--- config.mk ---
export PLATFORM = sky130hd
export DESIGN_NAME = rf_write_arbiter_flat
export DESIGN_NICKNAME = d
export VERILOG_FILES = /design/src/rtl/rf_pkg.sv /design/src/rtl/rf_write_arbiter_if.sv /design/src/rtl/rf_wr_fifo.sv /design/src/rtl/rf_write_arbiter.sv /design/src/flat_wrapper.sv
export SDC_FILE = /design/constraint.sdc
export NUM_CORES = 1
export LEC_CHECK = 0
export ABC_AREA = 1
export ABC_CLOCK_PERIOD_IN_PS = 9150
export CORE_MARGIN = 1.5
export CORE_UTILIZATION = 56
export CTS_CLUSTER_DIAMETER = 60
export DETAILED_ROUTE_END_ITERATION = 16
export MAX_ROUTING_LAYER = met4
export PLACE_DENSITY = 0.95
export SYNTH_ARGS = -nofsm -noshare
export SYNTH_HDL_FRONTEND = slang
export SYNTH_SLANG_ARGS = --single-unit
--- constraint.sdc ---
create_clock -name clk -period 9.15 [get_ports clk]
set_input_delay 1.83 -clock clk [delete_from_list [all_inputs] [get_ports clk]]
set_output_delay 1.83 -clock clk [all_outputs]
set_load 0.005 [all_outputs]
--- src/rtl/rf_pkg.sv ---
// Shared register-file write types, used by the write arbiter, the register file and the hazard unit.
package rf_pkg;
   localparam int REG_ADDR_W = 4;
   localparam int DATA_W     = 32;
   localparam int NUM_REGS   = 16;

   typedef struct packed {
      logic [REG_ADDR_W-1:0] dest;
      logic [DATA_W-1:0]     value;
   } rf_wr_req_t;

   function automatic logic [NUM_REGS-1:0] reg_onehot(input logic [REG_ADDR_W-1:0] r);
      return {{(NUM_REGS-1){1'b0}}, 1'b1} << r;
   endfunction
endpackage

--- src/rtl/rf_write_arbiter_if.sv ---
// Writeback, auxiliary-producer and register-file write signals of the write arbiter.
interface rf_write_arbiter_if;
   import rf_pkg::*;

   logic                  wb_valid;
   logic [REG_ADDR_W-1:0] wb_dest;
   logic [DATA_W-1:0]     wb_value;
   logic                  aux_valid;
   logic                  aux_ready;
   logic [REG_ADDR_W-1:0] aux_dest;
   logic [DATA_W-1:0]     aux_value;
   logic                  rf_wr_en;
   logic [REG_ADDR_W-1:0] rf_wr_dest;
   logic [DATA_W-1:0]     rf_wr_value;
   logic [NUM_REGS-1:0]   pending_mask;
   logic                  hold_req;

   modport master (
      output wb_valid, wb_dest, wb_value, aux_valid, aux_dest, aux_value,
      input  aux_ready, rf_wr_en, rf_wr_dest, rf_wr_value, pending_mask, hold_req
   );

   modport slave (
      input  wb_valid, wb_dest, wb_value, aux_valid, aux_dest, aux_value,
      output aux_ready, rf_wr_en, rf_wr_dest, rf_wr_value, pending_mask, hold_req
   );
endinterface

--- src/rtl/rf_wr_fifo.sv ---
// Small synchronous FIFO of register writes with per-entry valid/dest taps for the pending mask.
module rf_wr_fifo
   import rf_pkg::*;
#(
   parameter int DEPTH = 2
) (
   input  logic                              clk,
   input  logic                              rst,
   input  logic                              push,
   input  logic                              pop,
   input  rf_wr_req_t                        push_req,
   output rf_wr_req_t                        head,
   output logic                              full,
   output logic                              empty,
   output logic [DEPTH-1:0]                  tap_valid,
   output logic [DEPTH-1:0][REG_ADDR_W-1:0]  tap_dest
);
   localparam int PTR_W = $clog2(DEPTH);

   rf_wr_req_t       mem_reg [DEPTH];
   logic [PTR_W-1:0] wr_ptr_reg;
   logic [PTR_W-1:0] rd_ptr_reg;
   logic [PTR_W:0]   count_reg;
   logic             push_ok;
   logic             pop_ok;

   assign full    = (count_reg == (PTR_W+1)'(DEPTH));
   assign empty   = (count_reg == '0);
   assign push_ok = push && !full;
   assign pop_ok  = pop && !empty;
   assign head    = mem_reg[rd_ptr_reg];

   // Pointers are exactly log2(DEPTH) bits, so increment wraps modulo DEPTH.
   always_ff @(posedge clk) begin
      if (rst) begin
         wr_ptr_reg <= '0;
         rd_ptr_reg <= '0;
         count_reg  <= '0;
      end else begin
         if (push_ok) wr_ptr_reg <= wr_ptr_reg + 1'b1;
         if (pop_ok)  rd_ptr_reg <= rd_ptr_reg + 1'b1;
         case ({push_ok, pop_ok})
            2'b10:   count_reg <= count_reg + 1'b1;
            2'b01:   count_reg <= count_reg - 1'b1;
            default: count_reg <= count_reg;
         endcase
      end
   end

   always_ff @(posedge clk) begin
      if (push_ok) mem_reg[wr_ptr_reg] <= push_req;
   end

   // An entry is live when its distance from the read pointer is below the occupancy.
   for (genvar gi = 0; gi < DEPTH; gi++) begin : g_tap
      logic [PTR_W-1:0] offset;
      assign offset        = PTR_W'(gi) - rd_ptr_reg;
      assign tap_valid[gi] = ({1'b0, offset} < count_reg);
      assign tap_dest[gi]  = mem_reg[gi].dest;
   end
endmodule

--- src/rtl/rf_write_arbiter.sv ---
// Shares the register-file write port: pipeline writeback first, queued or bypassed aux writes on free cycles.
module rf_write_arbiter
   import rf_pkg::*;
#(
   parameter int AUX_DEPTH    = 2,
   parameter int STARVE_LIMIT = 8
) (
   input logic               clk,
   input logic               rst,
   rf_write_arbiter_if.slave bus
);
   localparam int STARVE_W = $clog2(STARVE_LIMIT + 1);

   rf_wr_req_t                          aux_req;
   rf_wr_req_t                          fifo_head;
   rf_wr_req_t                          grant_req;
   logic                                fifo_full;
   logic                                fifo_empty;
   logic [AUX_DEPTH-1:0]                tap_valid;
   logic [AUX_DEPTH-1:0][REG_ADDR_W-1:0] tap_dest;
   logic [AUX_DEPTH-1:0][NUM_REGS-1:0]  entry_mask;
   logic                                aux_xfer;
   logic                                push;
   logic                                pop;
   logic                                grant_valid;
   logic                                grant_aux;
   logic [STARVE_W-1:0]                 starve_next;

   logic                                wr_en_reg;
   rf_wr_req_t                          wr_req_reg;
   logic                                wr_aux_reg;
   logic [STARVE_W-1:0]                 starve_reg;
   logic                                hold_reg;
   logic [NUM_REGS-1:0]                 mask_next;

   assign aux_req       = '{dest: bus.aux_dest, value: bus.aux_value};
   assign bus.aux_ready = !fifo_full;

   rf_wr_fifo #(.DEPTH(AUX_DEPTH)) u_fifo (
      .clk       (clk),
      .rst       (rst),
      .push      (push),
      .pop       (pop),
      .push_req  (aux_req),
      .head      (fifo_head),
      .full      (fifo_full),
      .empty     (fifo_empty),
      .tap_valid (tap_valid),
      .tap_dest  (tap_dest)
   );

   always_comb begin
      aux_xfer    = bus.aux_valid && !fifo_full;
      pop         = !bus.wb_valid && !fifo_empty;
      push        = aux_xfer && (bus.wb_valid || !fifo_empty);
      grant_valid = 1'b1;
      grant_aux   = 1'b0;
      grant_req   = '{dest: bus.wb_dest, value: bus.wb_value};
      if (bus.wb_valid) begin
         grant_aux = 1'b0;
      end else if (!fifo_empty) begin
         grant_req = fifo_head;
         grant_aux = 1'b1;
      end else if (aux_xfer) begin
         grant_req = aux_req;
         grant_aux = 1'b1;
      end else begin
         grant_valid = 1'b0;
      end

      if (fifo_empty || pop)
         starve_next = '0;
      else if (starve_reg < STARVE_W'(STARVE_LIMIT))
         starve_next = starve_reg + 1'b1;
      else
         starve_next = starve_reg;
   end

   always_ff @(posedge clk) begin
      if (rst) begin
         wr_en_reg  <= 1'b0;
         wr_req_reg <= '0;
         wr_aux_reg <= 1'b0;
         starve_reg <= '0;
         hold_reg   <= 1'b0;
      end else begin
         wr_en_reg  <= grant_valid;
         if (grant_valid) wr_req_reg <= grant_req;
         wr_aux_reg <= grant_valid && grant_aux;
         starve_reg <= starve_next;
         hold_reg   <= (starve_next >= STARVE_W'(STARVE_LIMIT));
      end
   end

   // Queued entries plus an aux write currently being presented keep their register marked.
   for (genvar gi = 0; gi < AUX_DEPTH; gi++) begin : g_entry_mask
      assign entry_mask[gi] = tap_valid[gi] ? reg_onehot(tap_dest[gi]) : '0;
   end

   always_comb begin
      mask_next = wr_aux_reg ? reg_onehot(wr_req_reg.dest) : '0;
      for (int i = 0; i < AUX_DEPTH; i++) mask_next = mask_next | entry_mask[i];
   end

   assign bus.rf_wr_en     = wr_en_reg;
   assign bus.rf_wr_dest   = wr_req_reg.dest;
   assign bus.rf_wr_value  = wr_req_reg.value;
   assign bus.pending_mask = mask_next;
   assign bus.hold_req     = hold_reg;
endmodule

--- src/flat_wrapper.sv ---
// flat-port wrapper written by rule: the top's interface ports become plain ports
module rf_write_arbiter_flat import rf_pkg::*;
#(
   parameter int AUX_DEPTH    = 2,
   parameter int STARVE_LIMIT = 8
)
  (clk, rst, bus_wb_valid, bus_wb_dest, bus_wb_value, bus_aux_valid, bus_aux_dest, bus_aux_value, bus_aux_ready, bus_rf_wr_en, bus_rf_wr_dest, bus_rf_wr_value, bus_pending_mask, bus_hold_req);
  rf_write_arbiter_if bus_i ();
  input logic clk;
  input logic rst;
  input wire logic [$bits(bus_i.wb_valid)-1:0] bus_wb_valid;
  input wire logic [$bits(bus_i.wb_dest)-1:0] bus_wb_dest;
  input wire logic [$bits(bus_i.wb_value)-1:0] bus_wb_value;
  input wire logic [$bits(bus_i.aux_valid)-1:0] bus_aux_valid;
  input wire logic [$bits(bus_i.aux_dest)-1:0] bus_aux_dest;
  input wire logic [$bits(bus_i.aux_value)-1:0] bus_aux_value;
  output wire logic [$bits(bus_i.aux_ready)-1:0] bus_aux_ready;
  output wire logic [$bits(bus_i.rf_wr_en)-1:0] bus_rf_wr_en;
  output wire logic [$bits(bus_i.rf_wr_dest)-1:0] bus_rf_wr_dest;
  output wire logic [$bits(bus_i.rf_wr_value)-1:0] bus_rf_wr_value;
  output wire logic [$bits(bus_i.pending_mask)-1:0] bus_pending_mask;
  output wire logic [$bits(bus_i.hold_req)-1:0] bus_hold_req;
  assign bus_i.wb_valid = bus_wb_valid;
  assign bus_i.wb_dest = bus_wb_dest;
  assign bus_i.wb_value = bus_wb_value;
  assign bus_i.aux_valid = bus_aux_valid;
  assign bus_i.aux_dest = bus_aux_dest;
  assign bus_i.aux_value = bus_aux_value;
  assign bus_aux_ready = bus_i.aux_ready;
  assign bus_rf_wr_en = bus_i.rf_wr_en;
  assign bus_rf_wr_dest = bus_i.rf_wr_dest;
  assign bus_rf_wr_value = bus_i.rf_wr_value;
  assign bus_pending_mask = bus_i.pending_mask;
  assign bus_hold_req = bus_i.hold_req;
  rf_write_arbiter #(.AUX_DEPTH(AUX_DEPTH), .STARVE_LIMIT(STARVE_LIMIT)) u_core (.clk(clk), .rst(rst), .bus(bus_i));
endmodule
==> results of run 1 <==
power by group through the flow:
| stage | sequential [mW] | combinational [mW] | clock (mW) |
|---|---|---|---|
| final | 0.768 | 0.692 | 0.671 |
| after global routing | 0.779 | 0.759 | 0.690 |
| after CTS | 0.766 | 0.679 | 0.666 |
| after detailed placement | 0.773 | 0.657 | 0 |
| after global placement | 0.770 | 0.636 | 0 |
| after floorplan | 0.747 | 0.424 | 0 |
metal layers:
| layer | wire (um) | track usage (%) |
|---|---|---|
| met1 | 7053 | 39.91 |
| met2 | 9051 | 52.53 |
| met3 | 1753 | 5.809 |
| met4 | 674 | 16.98 |
| met5 | 0 | - |
placed cells by master, fill, tap and decap left out, drive strengths merged, types with 9 or more instances in the layout:
cell type      count
nand2            308
nor2              87
nor3              24
clkinv             9
a21oi             48
edfxtp            72
inv              114
clkbuf            18
clkdlybuf4s50    128
o21ai             41
dfxtp             48
nand3             92
worst paths after layout:
kind / startpoint / endpoint / slack, ns / depth (start not counted)
min: u_core.starve_reg[1]$_SDFF_PP0_ / u_core.starve_reg[1]$_SDFF_PP0_ / 0.49 / 2
min reg2reg: u_core.starve_reg[1]$_SDFF_PP0_ / u_core.starve_reg[1]$_SDFF_PP0_ / 0.49 / 2
max reg2reg: u_core.u_fifo.count_reg[0]$_SDFFE_PP0P_ / u_core.u_fifo.mem_reg[0][5]$_DFFE_PP_ / 6.12 / 5
max: bus_wb_valid / u_core.u_fifo.mem_reg[0][5]$_DFFE_PP_ / 4.95 / 5
critical path: cells and delay by family:
family,cells,cell delay (ns)
buf+inv,2,1.00
simple gates,3,1.37
logic make-up after synthesis:
kind of cell    Yosys count  share of synthesized area, %
buf+inv                 160                         10.03
xor+xnor                  1                        0.1382
flops                   120                         49.26
fa+ha+maj                 2                        0.3946
simple gates            513                         33.16
compound gates           89                         7.026
stage by stage:
step	setup WS [ns]	power, mW	utilization [%]
after floorplan	4.712	1.171	-
after global placement	4.795	1.406	69.87
after detailed placement	4.671	1.430	69.87
after CTS	5.012	2.111	75.23
after global routing	4.801	2.228	75.23
final	4.949	2.131	75.23
layout make-up:
class	instances	area (um^2)	area share (%)
flip-flops and latches	120	3124	37.98
multi-input cells	605	2600	31.60
repair buffers	132	1306	15.88
clock buffers	18	439.2	5.338
inverters	116	435.4	5.293
well taps	140	175.2	2.129
clock inverters	14	146.4	1.779
==> impl_metrics.csv, run 1 <==
group,metric,value,unit
status,status,"complete, no violations",
floorplanning,dieHeight,109.4,um
worst_setup_path,cp.arrival,4.23,ns
yosys,synth_top_area_share,34.10,%
clocking,root_buffer,"clkbuf_16",
worst_setup_path,crit_required,9.18,ns
flow_run,cap_viol_max_count,0,
pwr,clkPwrFrac,31.5,%
route,drc,0,
timing,period_share,45.91,%
timing,fin_crit,4.201,ns
yosys,syn-num-nets,963,
pwr,p_sw_share,36.05,%
route,drt_iter0_drc,721,
finish,drive_above_1_share,4.478,%
yosys,avgSynthCellArea,7.164,um^2
global_routing,grt_usage,32.82,%
clocking,htreeDepth,4,
worst_setup_path,crit_fanout,38,
pwr,p_int,1.363,mW
timing,finalSetupTns,0,ns
finish,finalInstanceArea,8227,um^2
global_routing,grt_antenna_before_repair,0,
pwr,p_comb_share,32.5,%
placed_design,gp_congestion,0.8830,
yosys,synthCells,885,
yosys,syn-cell-area,6340,um^2
floorplanning,dieArea,11970,um^2
timing,hold_viol,0,
finish,num_antenna_cells,0,
clocking,clkLatencyLatePin,0.42,ns
finish,syn_to_final_growth,29.76,%
timing,slew_viol_final,0,
worst_setup_path,cpMaxStageDelayCell,"nor2_4",
timing,worst_pin_slew,1.280,ns
timing,max_clock_freq,0.2381,GHz
global_routing,grt_first_pass_wirelength,29.01,mm
placed_design,dp_hpwl,10.35,mm
clocking,cts_hold_buf,0,
hold_path,hp-class,"register to register",
pwr,powerDensity,259.1,nW/um^2
timing,fin_worst_skew,0.01128,ns
yosys,ys_warn_count,0,
timing,slew_headroom,14.55,%
placed_design,dp_cells,1113,
finish,largest_reg_flops,72,
yosys,ys_top_cells_by_area,"edfxtp_1 (34%), nand2_1 (18%), dfxtp_1 (15%)",
timing,holdWs,0.4880,ns
clocking,cts_buffers,17,
global_routing,grt_max_degree,60,
finish,fill_cells,740,
global_routing,grt-ovfl-total,0,
yosys,ys_async_sr_fraction,0,%
route,antenna_left,0,
timing,setup_viol_count_final,0,
pwr,power_leakage,3.769,nW
floorplanning,fp.dieW,109.4,um
global_routing,grt_pass1_vias,6029,
pwr,pwr-share-seq,36.0,%
floorplanning,initial_core_util,57.97,%
yosys,yosysTopAreaCell,"edfxtp_1",
clocking,clkTransAtPathRegs,0.06,ns
finish,final_cells,1145,
worst_setup_path,cp-start-kind,"input port",
worst_setup_path,path_cells,"buf_2 > inv_1 > nand2_2 > nand3_1 > nor2_4",
yosys,netlist_top_cells_count,"nand2_1 (306), inv_1 (110), nand3_1 (91)",
clocking,cts_resized,0,
floorplanning,io_pins,131,
floorplanning,num_rows,38,
clocking,cts_tree,"yes",
timing,rsz0062_at_grt,"false",
clocking,post_cts_buffers,0,
clocking,clock_path_buffers,2,
yosys,yosysMostFrequentCell,"nand2_1",
yosys,ys_ff_latch,120,
yosys,yosysSeqAreaShare,49.26,%
yosys,ys_types,23,
yosys,synth_ff_type,"edfxtp_1",
finish,final_nets,1070,
placed_design,io_buffers,130,
route,routedWlPerCell,16.19,um
floorplanning,core-area,10940,um^2
route,dr.pass1.iters,7,
route,drt-total-wl,18.53,mm
placed_design,dpl_cell_area,7641,um^2
route,vias,6517,
clocking,cts.sinks,120,
pwr,peakVddDrop,0.1807,mV
worst_setup_path,end_kind,"register",
worst_setup_path,cp_slowest_stage_delay,0.93,ns
yosys,synth_edf_count,72,
pwr,p_switching,0.7683,mW
route,viasPerCell,5.692,
worst_setup_path,path_class,"input port to register",
Note: power is estimated with default switching activity, not from simulation.
==> inputs of run 2 (changes only) <==
--- a/config.mk
+++ b/config.mk
@@ -6,13 +6,13 @@
 export NUM_CORES = 1
 export LEC_CHECK = 0
 export ABC_AREA = 1
-export ABC_CLOCK_PERIOD_IN_PS = 9150
+export ABC_CLOCK_PERIOD_IN_PS = 4400
 export CORE_MARGIN = 1.5
-export CORE_UTILIZATION = 56
+export CORE_UTILIZATION = 52
 export CTS_CLUSTER_DIAMETER = 60
 export DETAILED_ROUTE_END_ITERATION = 16
 export MAX_ROUTING_LAYER = met4
-export PLACE_DENSITY = 0.95
+export PLACE_DENSITY = 0.9
 export SYNTH_ARGS = -nofsm -noshare
 export SYNTH_HDL_FRONTEND = slang
 export SYNTH_SLANG_ARGS = --single-unit
==> constraint.sdc (replaced) <==
create_clock -name clk -period 4.4 [get_ports clk]
set_input_delay 0.88 -clock clk [delete_from_list [all_inputs] [get_ports clk]]
set_output_delay 0.88 -clock clk [all_outputs]
set_load 0.005 [all_outputs]
==> impl_metrics.csv, run 2 (synthesized netlist as in run 1, its figures left out) <==
group,metric,value,unit
status,status,"complete, no violations",
clocking,cts_tree,"yes",
clocking,clock_path_buffers,2,
clocking,cts_buffers,17,
clocking,cts_hold_buf,0,
finish,drive_above_1_share,4.563,%
route,vias,6169,
hold_path,hp-class,"register to register",
timing,fin_worst_skew,0.008471,ns
clocking,clkTransAtPathRegs,0.06,ns
clocking,clkLatencyLatePin,0.41,ns
finish,layout_common_cells,"nand2_1 (306), clkdlybuf4s50_1 (128), inv_1 (110)",
floorplanning,dieHeight,113.4,um
pwr,power_leakage,3.787,nW
pwr,peakVddDrop,0.4061,mV
route,viasPerCell,5.341,
timing,hold_viol,0,
timing,worst_pin_slew,1.147,ns
worst_setup_path,path_class,"register to output port",
timing,period_share,73.34,%
floorplanning,dieArea,12860,um^2
floorplanning,num_rows,40,
finish,final_nets,1073,
floorplanning,fp.dieW,113.4,um
worst_setup_path,cp.arrival,2.35,ns
finish,num_antenna_cells,0,
worst_setup_path,crit_buf_inv,1,
flow_run,cap_viol_max_count,0,
timing,slew_viol_final,0,
finish,fill_cells,869,
worst_setup_path,crit_required,3.52,ns
finish,finalInstanceArea,8269,um^2
floorplanning,core-area,11960,um^2
route,routedWlPerCell,14.68,um
route,drt-total-wl,16.95,mm
global_routing,grt_antenna_before_repair,0,
timing,max_clock_freq,0.3099,GHz
clocking,htreeDepth,4,
worst_setup_path,cpMaxStageDelayCell,"dfxtp_1",
placed_design,dpl_cell_area,7672,um^2
worst_setup_path,cp-start-kind,"register",
worst_setup_path,crit_fanout,9,
timing,finalSetupTns,0,ns
finish,layout_commonest_cell,"nand2_1",
worst_setup_path,path_cells,"a21oi_1 > nor2_1 > nand2_1 > nand3_1 > clkdlybuf4s50_1",
route,antenna_left,0,
floorplanning,initial_core_util,53.00,%
clocking,post_cts_buffers,0,
route,drt_iter0_drc,710,
timing,slew_headroom,23.54,%
global_routing,grt-ovfl-total,0,
worst_setup_path,crit_family,"simple AND/OR/NAND/NOR gates",
finish,syn_to_final_growth,30.43,%
placed_design,io_buffers,130,
route,drc,0,
placed_design,dp_hpwl,10.56,mm
floorplanning,io_pins,131,
placed_design,gp_congestion,0.9242,
clocking,cts.sinks,120,
worst_setup_path,end_kind,"output port",
pwr,powerDensity,530.7,nW/um^2
global_routing,grt_pass1_vias,5909,
worst_setup_path,cp_slowest_stage_delay,0.54,ns
finish,largest_reg_flops,72,
clocking,cts_resized,0,
timing,fin_crit,3.227,ns
timing,rsz0062_at_grt,"false",
global_routing,grt_first_pass_wirelength,27.28,mm
clocking,root_buffer,"clkbuf_16",
global_routing,grt_usage,27.87,%
timing,setup_viol_count_final,0,
route,dr.pass1.iters,6,
global_routing,grt_max_degree,56,
-- run 2: through the flow --
step	hold WS (ns)	util (%)	cells	worst slack [ns]	power (mW)
after floorplan	0.4483	-	885	0.9115	2.436
after global placement	0.4770	64.14	1123	1.423	2.936
after detailed placement	0.4774	64.14	1123	1.357	2.975
after CTS	0.4889	69.13	1155	1.181	4.379
after global routing	0.5239	69.13	1155	1.015	4.631
final	0.4879	69.13	1155	1.173	4.388
-- run 2: power by group --
part	switching [mW]	internal, mW
sequential	0.160	1.44
combinational	0.841	0.550
clock	0.503	0.898
-- run 2: routing by layer --
| layer | GRT usage [%] | up-vias | wire length (um) |
|---|---|---|---|
| li1 | - | 3028 | - |
| met1 | 32.71 | 2769 | 6706 |
| met2 | 45.29 | 321 | 8311 |
| met3 | 6.536 | 51 | 1413 |
| met4 | 13.83 | 0 | 519 |
| met5 | - | - | 0 |
-- run 2: layout make-up --
cell class	instances	area (um^2)	area share [%]
Clock inverter	13	153.9	1.861
Multi-Input combinational cell	605	2600	31.44
Timing Repair Buffer	135	1329	16.07
Tap cell	147	183.9	2.224
Clock buffer	19	442.9	5.356
Inverter	116	435.4	5.266
Sequential cell	120	3124	37.78
-- run 2: final timing paths --
kind / cells after the start / slack, ns / endpoint / from
worst max-delay path: 5 / 1.17 / bus_pending_mask[0] / u_core.u_fifo.count_reg[0]$_SDFFE_PP0P_
worst min-delay path: 2 / 0.49 / u_core.starve_reg[1]$_SDFF_PP0_ / u_core.starve_reg[1]$_SDFF_PP0_
worst max register to register: 7 / 1.66 / u_core.bus.rf_wr_value[16]$_SDFFE_PP0P_ / register
worst min register to register: 2 / 0.49 / u_core.starve_reg[1]$_SDFF_PP0_ / u_core.starve_reg[1]$_SDFF_PP0_
-- run 2: worst reg2reg max path, cell delays in order, from the launching register on --
cell      delay (ns)
dfxtp_2         0.83
clkinv_1        1.09
nand2_1         0.27
nand2_1         0.08
nand2_1         0.07
nand2_1         0.05
nor2_1          0.18
nor2_1          0.05
